[src/rtl/fifo_pkg.sv]
// Shared helpers for the synchronous FIFO.
// Pointer width and power-of-two check.
package fifo_pkg;

    function automatic int ptr_w(input int depth);
        return $clog2(depth) + 1;
    endfunction

    function automatic bit is_pow2(input int n);
        return (n > 0) && ((n & (n - 1)) == 0);
    endfunction

endpackage

[src/rtl/fifo_mem.sv]
// FIFO storage: one synchronous write port, one async read port.
// Contents are intentionally not reset.
module fifo_mem #(
    parameter int DEPTH = 128,
    parameter int WIDTH = 32,
    parameter int AW    = $clog2(DEPTH)
) (
    input  logic             clk,
    input  logic             we,
    input  logic [AW-1:0]    waddr,
    input  logic [WIDTH-1:0] wdata,
    input  logic [AW-1:0]    raddr,
    output logic [WIDTH-1:0] rdata
);

    logic [WIDTH-1:0] mem [DEPTH];

    always_ff @(posedge clk) begin
        if (we) begin
            mem[waddr] <= wdata;
        end
    end

    assign rdata = mem[raddr];

endmodule

[src/rtl/sync_fifo.sv]
// Single-clock show-ahead FIFO with occupancy, threshold
// and sticky error flags.
module sync_fifo
    import fifo_pkg::*;
#(
    parameter int FIFO_SIZE     = 128,
    parameter int LOGIC_SIZE    = 32,
    parameter int AFULL_THRESH  = FIFO_SIZE - 4,
    parameter int AEMPTY_THRESH = 4
) (
    input  logic                            i_clk,
    input  logic                            i_rst_n,
    input  logic                            i_wr,
    input  logic [LOGIC_SIZE-1:0]           i_wdata,
    output logic                            o_wfull,
    input  logic                            i_rr,
    output logic [LOGIC_SIZE-1:0]           o_rdata,
    output logic                            o_rempty,
    output logic [ptr_w(FIFO_SIZE)-1:0]     o_count,
    output logic                            o_almost_full,
    output logic                            o_almost_empty,
    output logic                            o_overflow,
    output logic                            o_underflow
);

    localparam int AW = $clog2(FIFO_SIZE);
    localparam int PW = ptr_w(FIFO_SIZE);
    localparam logic [PW-1:0] AF_T = PW'(AFULL_THRESH);
    localparam logic [PW-1:0] AE_T = PW'(AEMPTY_THRESH);

    if (!is_pow2(FIFO_SIZE) || FIFO_SIZE < 2) begin : g_bad_size
        $error("sync_fifo: FIFO_SIZE must be a power of two >= 2");
    end
    if (LOGIC_SIZE < 1) begin : g_bad_width
        $error("sync_fifo: LOGIC_SIZE must be >= 1");
    end

    logic [PW-1:0]         wptr;
    logic [PW-1:0]         rptr;
    logic                  wr_ok;
    logic                  rd_ok;
    logic [LOGIC_SIZE-1:0] mem_rdata;

    // Flags derive only from registered pointers, never from requests.
    assign o_rempty = (wptr == rptr);
    assign o_wfull  = (wptr[AW-1:0] == rptr[AW-1:0]) &&
                      (wptr[PW-1] != rptr[PW-1]);
    assign o_count  = wptr - rptr;

    assign o_almost_full  = (o_count >= AF_T);
    assign o_almost_empty = (o_count <= AE_T);

    assign wr_ok = i_wr && !o_wfull;
    assign rd_ok = i_rr && !o_rempty;

    always_ff @(posedge i_clk or negedge i_rst_n) begin
        if (!i_rst_n) begin
            wptr        <= '0;
            rptr        <= '0;
            o_overflow  <= 1'b0;
            o_underflow <= 1'b0;
        end else begin
            if (wr_ok) begin
                wptr <= wptr + 1'b1;
            end
            if (rd_ok) begin
                rptr <= rptr + 1'b1;
            end
            if (i_wr && o_wfull) begin
                o_overflow <= 1'b1;
            end
            if (i_rr && o_rempty) begin
                o_underflow <= 1'b1;
            end
        end
    end

    fifo_mem #(
        .DEPTH (FIFO_SIZE),
        .WIDTH (LOGIC_SIZE),
        .AW    (AW)
    ) u_mem (
        .clk   (i_clk),
        .we    (wr_ok),
        .waddr (wptr[AW-1:0]),
        .wdata (i_wdata),
        .raddr (rptr[AW-1:0]),
        .rdata (mem_rdata)
    );

    assign o_rdata = o_rempty ? '0 : mem_rdata;

endmodule

[config.mk]
export PLATFORM = sky130hd
export DESIGN_NAME = sync_fifo
export DESIGN_NICKNAME = d
export VERILOG_FILES = /design/src/rtl/fifo_pkg.sv /design/src/rtl/fifo_mem.sv /design/src/rtl/sync_fifo.sv
export SDC_FILE = /design/constraint.sdc
export NUM_CORES = 2
export LEC_CHECK = 0
export CAP_MARGIN = 20
export CELL_PAD_IN_SITES_DETAIL_PLACEMENT = 1
export CELL_PAD_IN_SITES_GLOBAL_PLACEMENT = 1
export CORE_UTILIZATION = 58
export DETAILED_ROUTE_END_ITERATION = 8
export GPL_TIMING_DRIVEN = 0
export HOLD_SLACK_MARGIN = 0.06
export PLACE_DENSITY_LB_ADDON = 0.25
export RECOVER_POWER = 100
export SYNTH_ARGS = -nofsm -noshare
export SYNTH_HDL_FRONTEND = slang
export SYNTH_SLANG_ARGS = --single-unit
[constraint.sdc]
create_clock -name i_clk -period 13.56 [get_ports i_clk]
set_clock_uncertainty 0.15 [all_clocks]
set_input_delay 4.068 -clock i_clk [delete_from_list [all_inputs] [get_ports i_clk]]
set_output_delay 4.068 -clock i_clk [all_outputs]
set_load 0.1 [all_outputs]
==> run_results.csv <==
group,metric,value,unit
worst_setup_path,critPathArrivalTime,9.58,ns
finish,ff_latch_area,123400,um2
clocking,holdBufCountCts,0,
power_and_ir_drop,pwr_density_cell,227.8,nW/um2
route,dr.first_iter.drc_count,14750,
clocking,clk_pin_slew,0.06,ns
sta,rsz0062_at_grt,"no",
place,place.gp.congestion,0.9744,
synth,synthesis.area,157900,um2
sta,fmax,72.49,MHz
route,ant_nets,0,
synth,yosys_warnings,0,
synth,synth.top_cell.area_share,77.89,%
route,drtPass1Iterations,8,
finish,multiInputGateArea,32170,um2
global_routing,grt_first_pass_wirelength,733700,um
global_routing,grt-busiest-layer,"met2",
global_routing,use_met2,59.65,%
worst_hold_path,hold_path.class,"flop to flop",
finish,final_cells,12150,
synth,synth_top_cells_by_count,"edfxtp_1, mux4_2, mux2i_1",
synth,yosysMostFrequentCell,"edfxtp_1",
floorplan,start_util,58.32,%
sta,hold_viol_final,0,
clocking,tritoncts,"built",
sta,setup_violations,1,
synth,synthesis.instances,7508,
worst_setup_path,crit_slowest_cell,"nor3_1",
sta,slew_headroom,-299.2,%
synth,synth_seq_area_share,78.18,%
power_and_ir_drop,irDropWorstVdd,0.3207,mV
synth,netlist_top_cells_area,"edfxtp_1, mux4_2, mux2i_1",
clocking,root_buffer,"clkbuf_16",
synth,yosysTopAreaCell,"edfxtp_1",
route,wl,539700,um
worst_setup_path,endpoint_kind,"output pin",
worst_setup_path,path_class,"flop to output pin",
power_and_ir_drop,leakage,56.25,nW
finish,fin_util,65.51,%
worst_setup_path,crit_path_cell_trace,"buf_2 -> inv_1 -> buf_4 -> clkbuf_1 -> buf_2 -> ha_1 -> and4_1 -> nand4_1 -> or2_2 -> clkinv_1 -> clkbuf_1 -> nor3_1 -> dlygate4sd3_1",
synth,synth-edff-count,4096,
place,dpl.hpwl,345300,um
synth,async_reset_ff_share,0.4375,%
global_routing,grt_pass1_vias,90590,
clocking,clk_latency,1.00,ns
global_routing,grt_use_total,39.57,%
synth,ys.flop_type,"edfxtp_1",
status,violations,"capacitance limit, slew limit, setup timing",
sta,worst_slack,-0.2352,ns
worst_setup_path,startpoint_type,"flop",
synth,ys_seq_elements,4114,
floorplan,dieHeight,523.8,um
place,place_inst,11370,
worst_setup_path,worstPathRequired,9.34,ns
synth,ys_types,47,
clocking,cts_resized,0,
floorplan,io_pins,82,
route,drcViolationCount,0,
sta,period_share,101.7,%
worst_setup_path,critPathMaxFanout,11,
clocking,cts_buffers,403,
finish,num-fill-cells,21710,
clocking,post_cts.repair.setup_buffers,0,
floorplan,dieArea,274300,um2
worst_setup_path,crit_path_max_incr_delay,1.45,ns
finish,fin_nets,8268,
finish,synthToLayoutAreaGrowth,12.34,%
sta,finalCriticalPeriod,13.80,ns
sta,slew_violations,7675,
floorplan,dieWidth,523.8,um
route,vias,89340,
global_routing,met1_usage,49.47,%
synth,avgSynthCellArea,21.03,um2
place,port_buffers,81,
floorplan,core.rowCount,191,
global_routing,met3_usage,9.974,%
synth,postSynthNetCount,7554,
finish,drive_gt1_share,19.48,%
route,wire_per_inst,44.43,um
floorplan,core,270800,um2
status,status,"complete, but fails checks",
clocking,clock_sinks,4114,
route,vias_per_cell,7.355,
clocking,cts_max_level,5,
sta,tightest_slew,5.987,ns
worst_setup_path,regToRegSetupSlack,3.17,ns
job,maxCapViolations,255,
global_routing,grt_overflow,0,
clocking,cts.path.max_buffers,4,
global_routing,grt_max_degree,109,
global_routing,grt_antenna_before_repair,45,
## logic make-up after synthesis
family	after synthesis	share of synthesized area, %
DFF	4114	78.18
and+or+nand+nor	531	1.496
xor gates and xnor gates	19	0.1054
AOI/OAI and AO/OA	980	4.028
buffers and inverters	441	1.471
muxes	1413	14.64
adders and majority gates	10	0.08399
## stage by stage
step | area, um2 | TNS [ns] | power, W | hold slack, ns | worst slack, ns
detailed placement | 168400 | 0 | 0.02863 | 0.3012 | 2.361
global route | 177300 | 0 | 0.04069 | 0.3383 | 0.1410
global placement | 163200 | 0 | 0.02791 | 0.2920 | 1.731
CTS | 181300 | 0 | 0.03995 | 0.3200 | 1.155
floorplan | 157900 | 0 | 0.02247 | 0.3104 | 3.206
finish | 177400 | -0.2352 | 0.04040 | 0.3149 | -0.2352
## flip-flops by register name, indices dropped and copies added (netlist names)
signal       count
u_mem.mem     4096
wptr             8
o_underflow      1
o_overflow       1
rptr             8
## power by group
group / total, W / switching (W) / leakage [nW] / internal, W
Combinational: 0.0147 / 0.0104 / 12.9 / 0.00426
Clock: 0.0113 / 0.00500 / 6.33 / 0.00631
Sequential: 0.0144 / 0.000112 / 37.0 / 0.0143
## cell usage in the layout, fill, tap and decap left out, types with 10 or more instances in the layout
cell / netlist / final
clkbuf_1: 184 / 461
nand2_1: 182 / 182
dlygate4sd3_1: 0 / 47
buf_4: 43 / 57
a22oi_1: 357 / 357
inv_6: 0 / 10
nand3_1: 72 / 72
buf_1: 48 / 47
a311oi_1: 60 / 58
clkbuf_16: 0 / 405
clkinv_1: 3 / 101
o21ai_0: 133 / 131
clkinvlp_4: 0 / 11
buf_6: 49 / 55
buf_8: 0 / 19
mux2_2: 130 / 130
nor3_1: 36 / 35
buf_2: 102 / 105
bufinv_16: 0 / 43
a21oi_1: 290 / 290
a31oi_1: 71 / 71
clkinv_8: 0 / 11
mux2i_1: 579 / 579
xnor2_1: 16 / 16
clkinv_2: 0 / 81
diode_2: 0 / 23
mux4_2: 704 / 704
edfxtp_1: 4096 / 4096
nor2_1: 153 / 148
dfrtp_1: 18 / 18
a221oi_1: 59 / 59
nand4_1: 66 / 66
## path summary, 6_finish.rpt
check | from | endpoint | depth (start not counted)
min reg2reg | o_overflow | o_overflow | 1
max | rptr[2] | o_rdata[14] | 13
max reg2reg | rptr[2] | u_mem.mem[74][15] | 16
min in group asynchronous | i_rst_n | o_overflow | 1
max in group asynchronous | i_rst_n | wptr[4] | 2
min | o_overflow | o_overflow | 1
## layer usage
| layer | share of wire (%) | up-vias |
|---|---|---|
| li1 | - | 32940 |
| met1 | 33 | 46500 |
| met2 | 45 | 7997 |
| met3 | 12 | 1890 |
| met4 | 9.5 | 18 |
| met5 | 0.021 | - |
## worst max-delay path: cells and delay by family, from the launching register on
family / cells / cell delay [ns]
flip-flops: 1 / 0.38
AND/OR/NAND/NOR: 4 / 2.15
adder cells (fa/ha/maj): 1 / 0.38
buffers and inverters: 8 / 5.58
## area by class of cell
class	instances	share of cell area, %
buffer	429	1.284
timing repair buffer	309	1.117
multi-input combinational	2953	18.14
antenna	23	0.03245
clock buffer	477	5.866
sequential	4114	69.59
tap	3570	2.518
inverter	12	0.02539
clock inverter	260	1.428
Power figures use the tool's default switching activity.
